**src/rtl/cpu_types_pkg.sv**
```systemverilog
// Shared CPU types: RAM handshake state and memory-arbiter FSM state.
package cpu_types_pkg;

    typedef enum logic [1:0] {
        FREE,
        BUSY,
        ACCESS,
        ERROR
    } ramstate_t;

    typedef enum logic [1:0] {
        IDLE,
        IGRANT,
        DGRANT
    } arbstate_t;

endpackage

```
**src/rtl/arb_watchdog.sv**
```systemverilog
// Saturating grant-cycle counter; expired flags that TIMEOUT-1 cycles have elapsed.
module arb_watchdog #(
    parameter int TIMEOUT = 64
) (
    input  logic CLK,
    input  logic nRST,
    input  logic clear,
    input  logic count_en,
    output logic expired
);

    localparam int CW = $clog2(TIMEOUT);
    localparam logic [CW-1:0] LAST = CW'(TIMEOUT - 1);

    logic [CW-1:0] count;

    always_ff @(posedge CLK) begin
        if (!nRST) begin
            count <= '0;
        end else if (clear) begin
            count <= '0;
        end else if (count_en && (count != LAST)) begin
            count <= count + CW'(1);
        end
    end

    assign expired = (count == LAST);

endmodule

```
**src/rtl/mem_arbiter.sv**
```systemverilog
// Single-port RAM arbiter between fetch and load/store paths, with abort watchdog.
// Define FAIR_ARB_EN for alternating grants under contention; default is data-first priority.
module mem_arbiter
    import cpu_types_pkg::*;
#(
    parameter int TIMEOUT = 64
) (
    input  logic        CLK,
    input  logic        nRST,
    input  logic        iREN,
    input  logic [31:0] iaddr,
    output logic        iwait,
    output logic [31:0] iload,
    input  logic        dREN,
    input  logic        dWEN,
    input  logic [31:0] daddr,
    input  logic [31:0] dstore,
    output logic        dwait,
    output logic [31:0] dload,
    output logic        ramREN,
    output logic        ramWEN,
    output logic [31:0] ramaddr,
    output logic [31:0] ramstore,
    input  logic [31:0] ramload,
    input  ramstate_t   ramstate,
    output logic        busy,
    output logic        err
);

    arbstate_t   state, next_state;
    logic [31:0] addr_q, store_q;
    logic        wr_q;
    logic        d_req, grant_d, expired;

    assign d_req = dREN | dWEN;

`ifdef FAIR_ARB_EN
    logic last_d;

    always_ff @(posedge CLK) begin
        if (!nRST) begin
            last_d <= 1'b0;
        end else if (state == IDLE) begin
            if (grant_d) begin
                last_d <= 1'b1;
            end else if (iREN) begin
                last_d <= 1'b0;
            end
        end
    end

    assign grant_d = d_req & (~iREN | ~last_d);
`else
    assign grant_d = d_req;
`endif

    always_ff @(posedge CLK) begin
        if (!nRST) begin
            state <= IDLE;
        end else begin
            state <= next_state;
        end
    end

    // A completing ACCESS outranks both a dropped request and an abort.
    always_comb begin
        next_state = state;
        iwait      = 1'b1;
        dwait      = 1'b1;
        err        = 1'b0;
        case (state)
            IDLE: begin
                if (grant_d) begin
                    next_state = DGRANT;
                end else if (iREN) begin
                    next_state = IGRANT;
                end
            end
            IGRANT: begin
                if (ramstate == ACCESS) begin
                    iwait      = 1'b0;
                    next_state = IDLE;
                end else if (!iREN) begin
                    next_state = IDLE;
                end else if ((ramstate == ERROR) || expired) begin
                    err        = 1'b1;
                    next_state = IDLE;
                end
            end
            DGRANT: begin
                if (ramstate == ACCESS) begin
                    dwait      = 1'b0;
                    next_state = IDLE;
                end else if (!d_req) begin
                    next_state = IDLE;
                end else if ((ramstate == ERROR) || expired) begin
                    err        = 1'b1;
                    next_state = IDLE;
                end
            end
            default: next_state = IDLE;
        endcase
    end

    always_ff @(posedge CLK) begin
        if (!nRST) begin
            addr_q  <= '0;
            store_q <= '0;
            wr_q    <= 1'b0;
        end else if (state == IDLE) begin
            if (grant_d) begin
                addr_q  <= daddr;
                store_q <= dstore;
                wr_q    <= dWEN;
            end else if (iREN) begin
                addr_q <= iaddr;
            end
        end
    end

    arb_watchdog #(.TIMEOUT(TIMEOUT)) u_watchdog (
        .CLK      (CLK),
        .nRST     (nRST),
        .clear    (state == IDLE),
        .count_en ((state != IDLE) && (ramstate != ACCESS)),
        .expired  (expired)
    );

    assign ramREN   = (state == IGRANT) | ((state == DGRANT) & ~wr_q);
    assign ramWEN   = (state == DGRANT) & wr_q;
    assign ramaddr  = addr_q;
    assign ramstore = store_q;
    assign iload    = ramload;
    assign dload    = ramload;
    assign busy     = (state != IDLE);

endmodule

```
**config.mk**
```make
export PLATFORM = sky130hd
export DESIGN_NAME = mem_arbiter
export DESIGN_NICKNAME = d
export VERILOG_FILES = /design/src/rtl/cpu_types_pkg.sv /design/src/rtl/arb_watchdog.sv /design/src/rtl/mem_arbiter.sv
export SDC_FILE = /design/constraint.sdc
export NUM_CORES = 1
export LEC_CHECK = 0
export CAP_MARGIN = 20
export CORE_AREA = 10 10 95 160
export CTS_CLUSTER_DIAMETER = 150
export CTS_CLUSTER_SIZE = 12
export DETAILED_ROUTE_END_ITERATION = 10
export DIE_AREA = 0 0 105 170
export HOLD_SLACK_MARGIN = 0.03
export MAX_ROUTING_LAYER = met4
export PLACE_DENSITY = 0.71
export SYNTH_ARGS = -nofsm -noshare
export SYNTH_HDL_FRONTEND = slang
export SYNTH_SLANG_ARGS = --single-unit
```
**constraint.sdc**
```tcl
create_clock -name CLK -period 5.1 [get_ports CLK]
set_clock_uncertainty 0.2 [all_clocks]
set_input_delay 0.765 -clock CLK [delete_from_list [all_inputs] [get_ports CLK]]
set_output_delay 0.765 -clock CLK [all_outputs]
set_load 0.01 [all_outputs]
```
### Word-level counts from Yosys, hierarchy flattened

Cells that the tools add are included.

* add/sub/neg operators: 1
* equal/unequal tests: 8
* muxes and demuxes: 19
* bitwise logic cells: 6
* reduce and logical (&&, ||, !) cells: 9

Operators by type and width (number)
* $mux W32: 2
* $mux W2: 7
* $mux W1: 8
* $add A6 B1 Y6 const B: 1
* $eq A2 B2 Y1 const B: 3
* $eq A6 B6 Y1 const B: 1
* $ne A6 B6 Y1 const B: 1
* $pmux W2 S3: 1
* $reduce_and A2 Y1: 2
* $reduce_bool A2 Y1: 2
* $ne A3 B3 Y1 const B: 1
* $and A1 B1 Y1: 2
* $eq A2 B1 Y1 const B: 1
* $logic_and A1 B1 Y1: 2
* $logic_not A2 Y1: 1
* $ne A2 B2 Y1 const B: 1
* $not A1 Y1: 2
* $or A1 B1 Y1: 2
* $pmux W1 S2: 1
* $reduce_or A2 Y1: 1
* $logic_or A1 B1 Y1: 1

* bits in registers: 73
* bits of input ports: 135
* output and inout bits: 134

### Depth between registers and ports, before layout

* word-level depth: 6
* mapped depth: 8
* mapped depth without buffers: 6

### Hierarchy

A second synthesis with hierarchy kept.

* cell total of the unflattened synthesis: 417
* area total of the unflattened synthesis: 3812.4 um^2

By module, submodules not included
* mem_arbiter: instances 1, cells each 384, area each 3510.9 um^2
* arb_watchdog: instances 1, cells each 33, area each 301.5 um^2

### Worst setup path before layout

OpenSTA, ideal clock, no wires.

* path type: input to output
* start point: in dWEN
* end point: out err
* data arrival time: 1.512 ns
* required time: 4.135 ns
* path slack: 2.623 ns
* cell stages on the path: 4
* path buffers: 1
* path through: or2_1 -> buf_2 -> a22o_1 -> and3_1

* word-level cells in the longest chain between the ends: 4

Ends and longest elaborated chain
* start, declared: line mem_arbiter.sv:15 `input logic dWEN,`
* $or A1 B1 Y1: line mem_arbiter.sv:35 `assign d_req = dREN | dWEN;`
* $mux W1: line mem_arbiter.sv:94 `end else if (!d_req) begin`
* $mux W1: line mem_arbiter.sv:91 `if (ramstate == ACCESS) begin`
* $pmux W1 S2: line mem_arbiter.sv:71 `case (state)`
* end, declared: line mem_arbiter.sv:27 `output logic err`

No other way between the ends.

### Worst setup path after layout

Ends and elaborated chain as after synthesis.

==> impl_summary.txt <==
----------------------------------------------------
[Global route]
  Global routing met2 resource utilization ... 22.31%
  Met3 global-route usage ... 5.408%
  Maximum number of pins on one net before global-route repair ... 69
  Met1 routing resource usage after global routing ... 13.31%
  Wire length of the first global-routing pass ... 19140 µm
  Via count of the first global-routing pass ... 3545
  GR Overflow Total ... 0
  Total Routing Usage GR ... 13.82%
  Most used routing layer in global routing ... met2
  Number of antenna violations at the first check in global routing ... 0

[Clock tree]
  Post-cts gate resize count ... 0
  Number of buffers added for setup after CTS ... 0
  Clock latency of the later-clocked register in the worst-skew pair ... 0.33 ns
  CTS Root Buffer Type ... sky130_fd_sc_hd__clkbuf_16
  Cts bufs inserted ... 9
  TritonCTS clock tree ... built
  CTS H-tree lvls ... 3
  TritonCTS sink count ... 73
  Hold buffer count at CTS ... 0
  Buffers from clock root to sink, at most ... 2
  Register clock-pin slew on the reported worst setup and hold paths ... 0.05 ns

[Yosys]
  Area share of xor/xnor cells in the synthesized design ... 0.7104%
  Synth top area cells ... sky130_fd_sc_hd__dfxtp_1 40%, sky130_fd_sc_hd__nand2_1 14%, sky130_fd_sc_hd__buf_4 13%
  Dominant cell by count in the synthesized netlist ... sky130_fd_sc_hd__nand2_1
  Average footprint of a synthesized cell ... 8.311 µm²
  Largest family of logic cells by synthesized area ... simple AND/OR/NAND/NOR gates
  Synthesized flop and latch total ... 73
  Simple-Gate Fraction of Synth Area ... 20.94%
  Compound-gate portion of the synthesized area ... 18.84%
  Cell type contributing the most total cell area after synthesis ... sky130_fd_sc_hd__dfxtp_1
  Synth cell count leaders ... 137 x sky130_fd_sc_hd__nand2_1, 73 x sky130_fd_sc_hd__dfxtp_1, 64 x sky130_fd_sc_hd__buf_4
  Fraction of post-synthesis cell area in the top cell type by area ... 39.51%
  Area of the mapped netlist ... 3699 µm²
  Share of cell area taken by muxes after synthesis ... 0.2706%
  Synth Area in Adders ... 1.691%
  Post-synth EDFFs ... 0
  Top_reg_cell synth ... sky130_fd_sc_hd__dfxtp_1
  Seq/Total Area, Yosys ... 39.51%
  Synthesized netlist cell count ... 445
  Distinct cell type count of the synthesized netlist ... 33
  Share of synthesized flip-flops with an asynchronous set or reset ... 0%
  Warnings, synthesis ... 0
  Nets in the synthesized netlist ... 585

[Min path]
  Min-delay worst type ... reg2reg
  Cell depth of the worst min-delay path ... 2

[Floorplanning]
  Height of the die ... 170 µm
  Standard cell core area ... 12430 µm²
  Initial standard-cell utilization of the core ... 29.75%
  Ports ... 269
  X dimension of the die ... 105 µm
  Site Rows ... 54
  Die area ... 17850 µm²

[Routing]
  Total DRC errors in the routed layout ... 0
  Via count ... 3318
  Post-detailed-route wirelength per cell ... 17.28 µm
  Drt first pass iters ... 4
  Number of design-rule violations left by the first detailed-router iteration ... 95
  Count of nets left with antenna violations after detail routing ... 0
  Final Routed Wirelength ... 12360 µm
  Vias per cell ... 4.641

[STA]
  Sum of negative setup slack ... 0 ns
  Count of pins over their slew limit ... 0
  Final setup margin ... 1.440 ns
  Minimum hold slack ... 0.2588 ns
  Unrepaired setup endpoints after global routing ... no
  Endpoints failing setup ... 0
  Hold Violations, Final ... 0
  F_max ... 273.2 MHz
  Slew at the pin closest to its max-slew limit ... 0.6162 ns
  Final critical-path share of the clock period ... 71.76%
  Rel. slew slack ... 58.92%
  Final critical delay including setup and external delays ... 3.660 ns

[Power and ir drop]
  Power Dens Cells ... 331.2 nW/µm²
  LEAKAGE ... 2.362 nW
  Worst ir drop on vdd ... 0.1538 mV

[Cells and area]
  Antenna diode count ... 0
  Number of fill cells in the layout ... 1263
  Synthesis-to-layout area growth ... 46.96%
  Multi-input combinational cell area ... 1577 µm²
  Layout cells sized above 1 ... 5.484%
  Sequential standard cell area ... 1461 µm²
  Fin cells ... 715
  Final core utilization ... 43.72%
  NumNets Final ... 682

[Placement]
  GPL Wtd Cong ... 0.7967
  Number of placed instances with taps included ... 698
  Quantity of I/O buffers inserted on ports ... 172
  DPL Wire Length ... 9684 µm
  Pre-CTS setup slack ... 1.448 ns

[Setup path]
  Reg2reg path depth ... 6
  CP max stage cell ... sky130_fd_sc_hd__clkdlybuf4s50_1
  Delay of the slowest cell on the worst path ... 0.53 ns
  Required time of the critical path ... 4.14 ns
  Worst endpoint data arrival time ... 2.69 ns
  Crit Path Max Fanout ... 37
  Worst setup SP type ... input port
  Crit path top cell by count ... sky130_fd_sc_hd__clkdlybuf4s50_1
  List of cells traversed by the critical path ... clkdlybuf4s50_1 > or2_1 > buf_4 > a22o_1 > and3_1 > clkdlybuf4s50_1
  Crit end category ... output port
  Type of the worst setup path ... in2out

[Status]
  Outcome ... finished clean

[Run]
  Number of max-cap violations ... 0

----------------------------------------------------
==> routing by layer <==
metal | vias up | part of all wire, %
met2 | 139 | 48
met1 | 1486 | 37
met5 | - | 0
met3 | 85 | 8.9
met4 | 0 | 6.4
li1 | 1608 | -
==> cell families (layout without fill, tap and decap cells) <==
group	count (synthesis)	after routing
multiplexers	1	1
AND/OR/NAND/NOR	188	188
buffers and inverters	97	199
adder cells (fa/ha/maj)	5	5
flip-flops	73	73
AO/OA/AOI/OAI	78	78
XOR/XNOR	3	3
==> power by group <==
group          internal (mW)  switching (mW)
clock network          0.493           0.244
registers              0.626          0.0284
logic                  0.231           0.178
total                   1.35           0.451
==> sequential cells by signal, summed over array words and instances (netlist names) <==
| signal | flops |
|---|---|
| ramaddr | 32 |
| wr_q | 1 |
| ramstore | 32 |
| state | 2 |
| u_watchdog.count | 6 |
==> placed cells by master, fill, tap and decap left out, types with 2 or more instances in the layout <==
master,n
sky130_fd_sc_hd__clkdlybuf4s50_1,171
sky130_fd_sc_hd__nand2_1,137
sky130_fd_sc_hd__dfxtp_1,73
sky130_fd_sc_hd__a21boi_0,33
sky130_fd_sc_hd__nand3_1,33
sky130_fd_sc_hd__o211a_1,32
sky130_fd_sc_hd__clkbuf_16,9
sky130_fd_sc_hd__nor2_1,7
sky130_fd_sc_hd__inv_1,5
sky130_fd_sc_hd__ha_1,5
sky130_fd_sc_hd__xnor2_1,3
sky130_fd_sc_hd__bufinv_16,3
sky130_fd_sc_hd__and3_1,2
sky130_fd_sc_hd__a22o_1,2
sky130_fd_sc_hd__nor2_2,2
sky130_fd_sc_hd__a311oi_1,2
sky130_fd_sc_hd__clkinv_4,2
sky130_fd_sc_hd__buf_12,2
sky130_fd_sc_hd__buf_4,2
==> stage by stage <==
step | total power, mW | area (µm²)
after floorplan | 0.8983 | 3699
after global placement | 1.064 | 5019
after detailed placement | 1.081 | 5061
after CTS | 1.835 | 5415
after global routing | 1.898 | 5435
final | 1.800 | 5435
==> final cells by class <==
| type | instances | share of cell area (%) |
|---|---|---|
| Clock inverter | 6 | 2.118 |
| Clock buffer | 10 | 4.397 |
| Tap cell | 168 | 3.867 |
| Multi-Input combinational cell | 275 | 29.01 |
| Inverter | 5 | 0.3453 |
| Timing Repair Buffer | 178 | 33.38 |
| Sequential cell | 73 | 26.89 |
==> worst max-delay path: cells and delay by family <==
| family | cells | cell delay (ns) |
|---|---|---|
| compound gates | 1 | 0.20 |
| buf+inv | 3 | 1.41 |
| simple gates | 2 | 0.31 |
==> path summary, 6_finish.rpt <==
path                                  start          end  slack [ns]
worst max-delay path                   dWEN          err        1.44
worst min register to register  ramstore[0]  ramstore[0]        0.26
worst max register to register     state[0]  ramaddr[16]        2.80
worst min-delay path            ramstore[0]  ramstore[0]        0.26
No activity file was read; power rests on OpenSTA's default activity.
